### config.mk
export PLATFORM = sky130hd
export DESIGN_NAME = pipelined_cla_adder
export DESIGN_NICKNAME = d
export VERILOG_FILES = /design/src/rtl/adder_pkg.sv /design/src/rtl/cla_chunk.sv /design/src/rtl/pipelined_cla_adder.sv
export SDC_FILE = /design/constraint.sdc
export NUM_CORES = 1
export LEC_CHECK = 0
export CORE_UTILIZATION = 40
export DETAILED_ROUTE_END_ITERATION = 7
export MAX_ROUTING_LAYER = met4
export PLACE_DENSITY = 0.74
export SLEW_MARGIN = 25
export SYNTH_ARGS = -nofsm -noshare
export SYNTH_HDL_FRONTEND = slang
export SYNTH_SLANG_ARGS = --single-unit
### constraint.sdc
create_clock -name clk -period 5.27 [get_ports clk]
set_clock_uncertainty 0.15 [all_clocks]
set_input_delay 0.527 -clock clk [delete_from_list [all_inputs] [get_ports clk]]
set_output_delay 0.527 -clock clk [all_outputs]
set_load 0.02 [all_outputs]
### src/rtl/adder_pkg.sv
// Shared constants and per-stage control flags for the pipelined CLA adder.
package adder_pkg;

    localparam int DEF_WIDTH = 32;
    localparam int DEF_CHUNK = 8;

    // Control part of a stage payload; the data part depends on WIDTH and lives in the top.
    typedef struct packed {
        logic valid;
        logic carry;   // carry out of the slices resolved so far
        logic c_msb;   // carry into the top bit of the last resolved slice
    } stage_ctl_t;

endpackage

### src/rtl/cla_chunk.sv
// Combinational CHUNK-bit generate/propagate lookahead slice.
module cla_chunk #(
    parameter int CHUNK = 8
) (
    input  logic [CHUNK-1:0] a,
    input  logic [CHUNK-1:0] b,
    input  logic             cin,
    output logic [CHUNK-1:0] sum,
    output logic             cout,
    output logic             c_msb
);

    logic [CHUNK-1:0] g;
    logic [CHUNK-1:0] p;
    logic [CHUNK-1:0] grp_g;
    logic [CHUNK-1:0] grp_p;
    logic [CHUNK:0]   c;

    assign g = a & b;
    assign p = a ^ b;

    // Prefix group g/p so every carry is a direct function of cin.
    always_comb begin
        grp_g[0] = g[0];
        grp_p[0] = p[0];
        for (int i = 1; i < CHUNK; i++) begin
            grp_g[i] = g[i] | (p[i] & grp_g[i-1]);
            grp_p[i] = p[i] & grp_p[i-1];
        end
        c[0] = cin;
        for (int i = 0; i < CHUNK; i++) begin
            c[i+1] = grp_g[i] | (grp_p[i] & cin);
        end
    end

    assign sum   = p ^ c[CHUNK-1:0];
    assign cout  = c[CHUNK];
    assign c_msb = c[CHUNK-1];

endmodule

### src/rtl/pipelined_cla_adder.sv
// WIDTH-bit adder/subtractor resolved CHUNK bits per register stage, with a
// global-stall valid/ready pipeline.
module pipelined_cla_adder
    import adder_pkg::*;
#(
    parameter int WIDTH = DEF_WIDTH,
    parameter int CHUNK = DEF_CHUNK
) (
    input  logic             clk,
    input  logic             rst,
    input  logic             in_valid,
    output logic             in_ready,
    input  logic [WIDTH-1:0] a,
    input  logic [WIDTH-1:0] b,
    input  logic             cin,
    input  logic             sub,
    output logic             out_valid,
    input  logic             out_ready,
    output logic [WIDTH-1:0] sum,
    output logic             cout,
    output logic             ovf
);

    localparam int STAGES = WIDTH / CHUNK;

    typedef struct packed {
        stage_ctl_t       ctl;
        logic [WIDTH-1:0] a;
        logic [WIDTH-1:0] b;   // already conditionally inverted for subtract
        logic [WIDTH-1:0] s;
    } stage_t;

    stage_t           stage_q [STAGES];
    stage_t           stage_d [STAGES];
    stage_t           prev    [STAGES];
    logic [CHUNK-1:0] ch_a    [STAGES];
    logic [CHUNK-1:0] ch_b    [STAGES];
    logic [CHUNK-1:0] ch_s    [STAGES];
    logic             ch_ci   [STAGES];
    logic             ch_co   [STAGES];
    logic             ch_msb  [STAGES];
    logic             stall;

    assign stall    = stage_q[STAGES-1].ctl.valid & ~out_ready;
    assign in_ready = ~stall;

    // Stage 0 works straight off the ports; later stages off the previous register.
    always_comb begin
        prev[0].ctl.valid = in_valid;
        prev[0].ctl.carry = sub ? 1'b1 : cin;
        prev[0].ctl.c_msb = 1'b0;
        prev[0].a         = a;
        prev[0].b         = sub ? ~b : b;
        prev[0].s         = '0;
        for (int k = 1; k < STAGES; k++) begin
            prev[k] = stage_q[k-1];
        end
        for (int k = 0; k < STAGES; k++) begin
            ch_a[k]  = prev[k].a[k*CHUNK +: CHUNK];
            ch_b[k]  = prev[k].b[k*CHUNK +: CHUNK];
            ch_ci[k] = prev[k].ctl.carry;
        end
    end

    for (genvar k = 0; k < STAGES; k++) begin : g_slice
        cla_chunk #(.CHUNK(CHUNK)) u_chunk (
            .a     (ch_a[k]),
            .b     (ch_b[k]),
            .cin   (ch_ci[k]),
            .sum   (ch_s[k]),
            .cout  (ch_co[k]),
            .c_msb (ch_msb[k])
        );
    end

    always_comb begin
        for (int k = 0; k < STAGES; k++) begin
            stage_d[k]                     = prev[k];
            stage_d[k].s[k*CHUNK +: CHUNK] = ch_s[k];
            stage_d[k].ctl.carry           = ch_co[k];
            stage_d[k].ctl.c_msb           = ch_msb[k];
        end
    end

    always_ff @(posedge clk or posedge rst) begin
        if (rst) begin
            for (int k = 0; k < STAGES; k++) begin
                stage_q[k] <= '0;
            end
        end else if (!stall) begin
            for (int k = 0; k < STAGES; k++) begin
                stage_q[k] <= stage_d[k];
            end
        end
    end

    assign out_valid = stage_q[STAGES-1].ctl.valid;
    assign sum       = stage_q[STAGES-1].s;
    assign cout      = stage_q[STAGES-1].ctl.carry;
    assign ovf       = stage_q[STAGES-1].ctl.carry ^ stage_q[STAGES-1].ctl.c_msb;

endmodule
==> impl_metrics.csv <==
group,metric,value,unit
outcome,outcome,"complete, no violations",
worst_setup_path,crit_start,"out_ready",
clocking,cts_buffers,17,
worst_setup_path,crit_family,"buffers and inverters",
yosys,syn_avg_cell_area,9.09,um^2
yosys,synthTopCellsByCount,"426 x nand2_1, 185 x dfrtp_1, 46 x o21ai_0, 33 x xnor2_1",
yosys,ys_warn_count,0,
sta,worst_pin_slew,0.870,ns
global_route,grt_max_degree,215,
cells_and_area,drive_gt1_share,4.30,%
cells_and_area,final_nets,1092,
floorplan,top_level_ports,106,
clocking,max-clock-path-buffers,2,
worst_setup_path,max_stage_delay,0.65,ns
cells_and_area,stdcell_area,0.0101,mm^2
yosys,synth_top_family_by_area,"simple AND/OR/NAND/NOR gates",
place,gp_congestion,0.740,
sta,finalHoldViolations,0,
place,dpl.hpwl,10800,um
routing,viasPerCell,4.68,
hold_path,worstHoldPathType,"input port to async pin",
yosys,synth-compound-area-share,7.33,%
yosys,synth_xor_area_share,5.68,%
clocking,cts_tree,"built",
global_route,antenna_found_initial,0,
worst_setup_path,critPathSlowestCell,"clkdlybuf4s50_1",
sta,slew_violations,0,
worst_setup_path,required,4.59,ns
place,post_dp_cell_area,0.00951,mm^2
yosys,synth_fa_ha_area_share,5.66,%
routing,first_pass_iters,4,
clocking,cts-resized-gates,0,
cells_and_area,fillers,2003,
yosys,yosysTopAreaCellShare,54.5,%
yosys,synth_most_common_cell,"nand2_1",
sta,setup_tns,0,ns
yosys,synth_top_cell_by_area,"dfrtp_1",
routing,ant_nets,0,
yosys,ys_seq_area_share,54.5,%
power_and_ir_drop,powerDensity,593,mW/mm^2
yosys,synthFlopType,"dfrtp_1",
flow_run,maxCapViolCount,0,
yosys,synth_fp_nets,1040,
global_route,grt_usage,16.8,%
clocking,cts_root_buffer,"clkbuf_16",
worst_setup_path,startpoint_type,"input port",
global_route,overflow,0,
routing,drtIter0Drc,323,
sta,grt_setup_unrepaired,"no",
worst_setup_path,worst-r2r-cell-count,6,
worst_setup_path,path_cells,"clkdlybuf4s50_1 > nor2b_4 > inv_4 > clkdlybuf4s50_1",
cells_and_area,antenna_cells,0,
floorplan,initial_core_util,41.4,%
worst_setup_path,path_buf_inv,3,
sta,min_period,2.62,ns
global_route,grt_pass1_wl,28000,um
routing,num_vias,5942,
worst_setup_path,r2r-start,"ch_a[8]$_DFFE_PP0N_",
floorplan,die_y,148,um
worst_setup_path,crit_path_end_kind,"primary output",
floorplan,die_x,148,um
power_and_ir_drop,leakagePower,4.86,nW
worst_setup_path,rrSetupSlack,3.01,ns
clocking,cts_max_level,4,
clocking,clk_pin_slew,0.07,ns
sta,period_share,49.8,%
clocking,clk_latency,0.42,ns
routing,wire_per_inst,13.0,um
worst_setup_path,cp_data_arrival_time,1.95,ns
yosys,synth-seq-cells,185,
worst_setup_path,path_class,"input port to primary output",
worst_setup_path,rr_endpoint,"prev[23]$_DFFE_PP0N_",
power_and_ir_drop,vdd_drop_max,0.000253,V
yosys,synthTopCellsByArea,"dfrtp_1 55%, nand2_1 19%, ha_1 4.7%",
global_route,grt_pass1_vias,5731,
floorplan,core,0.0205,mm^2
worst_setup_path,cpMostUsedCell,"clkdlybuf4s50_1",
yosys,synth-simple-area-share,21.5,%
sta,setup_viol,0,
place,portBuffers,105,
yosys,muxShareOfSynthArea,0,%
routing,drc,0,
floorplan,rows,52,
worst_setup_path,cp.depth,4,
worst_setup_path,crit_path_end,"in_ready",
sta,max_freq,381,MHz
yosys,async_reset_ff_share,100,%
clocking,cts_sinks,185,
yosys,synth-edff-count,0,
yosys,netlist_area,0.00849,mm^2
sta,max_slew_margin,42.0,%
worst_setup_path,path_max_fanout,18,
yosys,syn_inst,934,
routing,wl,16500,um
power_and_ir_drop,total_power,6.00,mW
floorplan,die_area,0.0218,mm^2
cells_and_area,area_delta_synth_final,19.1,%
clocking,ctsHoldBuffers,0,
sta,hold_ws,0.291,ns
clocking,cts_setup_buffers,0,
yosys,synth.distinct_cells,44,
-- cells by family after synthesis --
kind of cell	after synthesis
simple gates	471
flops	185
compound gates	106
fa+ha+maj	36
buf+inv	81
xor+xnor	55
-- how the worst min path moves through the flow --
stage                     depth (start not counted)  slack [ns]                   end
after floorplan                                   2        0.28  prev[98]$_DFFE_PP0N_
after global placement                            2        0.29  prev[98]$_DFFE_PP0N_
after detailed placement                          2        0.31   sum[13]$_DFFE_PP0N_
after CTS                                         2        0.28   sum[14]$_DFFE_PP0N_
after global routing                              2        0.30   sum[14]$_DFFE_PP0N_
final                                             2        0.29   sum[14]$_DFFE_PP0N_
-- layer usage --
metal  wire length (um)  global-route usage (%)
met4                129                    4.12
met1               7980                    22.2
met5                  0                       -
met2               7780                    26.2
met3                606                    4.01
-- worst register-to-register path, cell delays in order, from the launching register on --
cell      delay (ns)
dfrtp_1         0.43
ha_1            0.33
a211oi_1        0.29
o21ai_0         0.26
a41oi_1         0.35
xor2_1          0.21
a21oi_1         0.09
-- cell type report --
cell class	count	area, um^2	share of cell area [%]
Sequential cell	185	4630	45.8
Multi-Input combinational cell	668	3410	33.8
Timing Repair Buffer	110	1110	11.0
Clock buffer	21	460	4.55
Tap cell	270	338	3.34
Clock inverter	11	136	1.35
Inverter	4	21.3	0.210
-- stage by stage --
stage,std cells,setup WS [ns],util [%]
floorplan,934,2.21,-
global placement,1237,2.18,46.4
detailed placement,1237,2.11,46.4
CTS,1269,2.55,49.3
global route,1269,2.60,49.3
finish,1269,2.65,49.3
-- flip-flops by register name, indices dropped and copies added, names as in the netlist --
| name | cells |
|---|---|
| ch_a | 24 |
| ch_b | 24 |
| ch_ci | 3 |
| cout | 1 |
| out_valid | 1 |
| prev | 99 |
| stage_q | 1 |
| sum | 32 |
-- placed cells by master, fill, tap and decap left out, types with 3 or more instances in the layout --
cell type          n
a211oi_1           3
a21o_1             7
a21oi_1           25
a31oi_1            5
buf_4              4
clkbuf_16         17
clkdlybuf4s50_1  104
clkinv_4           4
clkinvlp_4         3
dfrtp_1          185
fa_1               4
ha_1              32
inv_6              3
nand2_1          426
nand2b_1           3
nand3_1            3
nor2_1            21
nor3_1             8
o21a_1             3
o21ai_0           46
o21bai_1           3
o31ai_1            3
xnor2_1           33
xor2_1            22
-- power by group --
part | internal [mW] | total (mW) | leakage [nW] | switching (mW)
registers | 2.05 | 2.41 | 2.23 | 0.354
clock network | 0.732 | 1.28 | 0.285 | 0.552
logic | 0.991 | 2.31 | 2.35 | 1.32
total | 3.78 | 6.00 | 4.86 | 2.22
(Power assumes the default switching activity.)
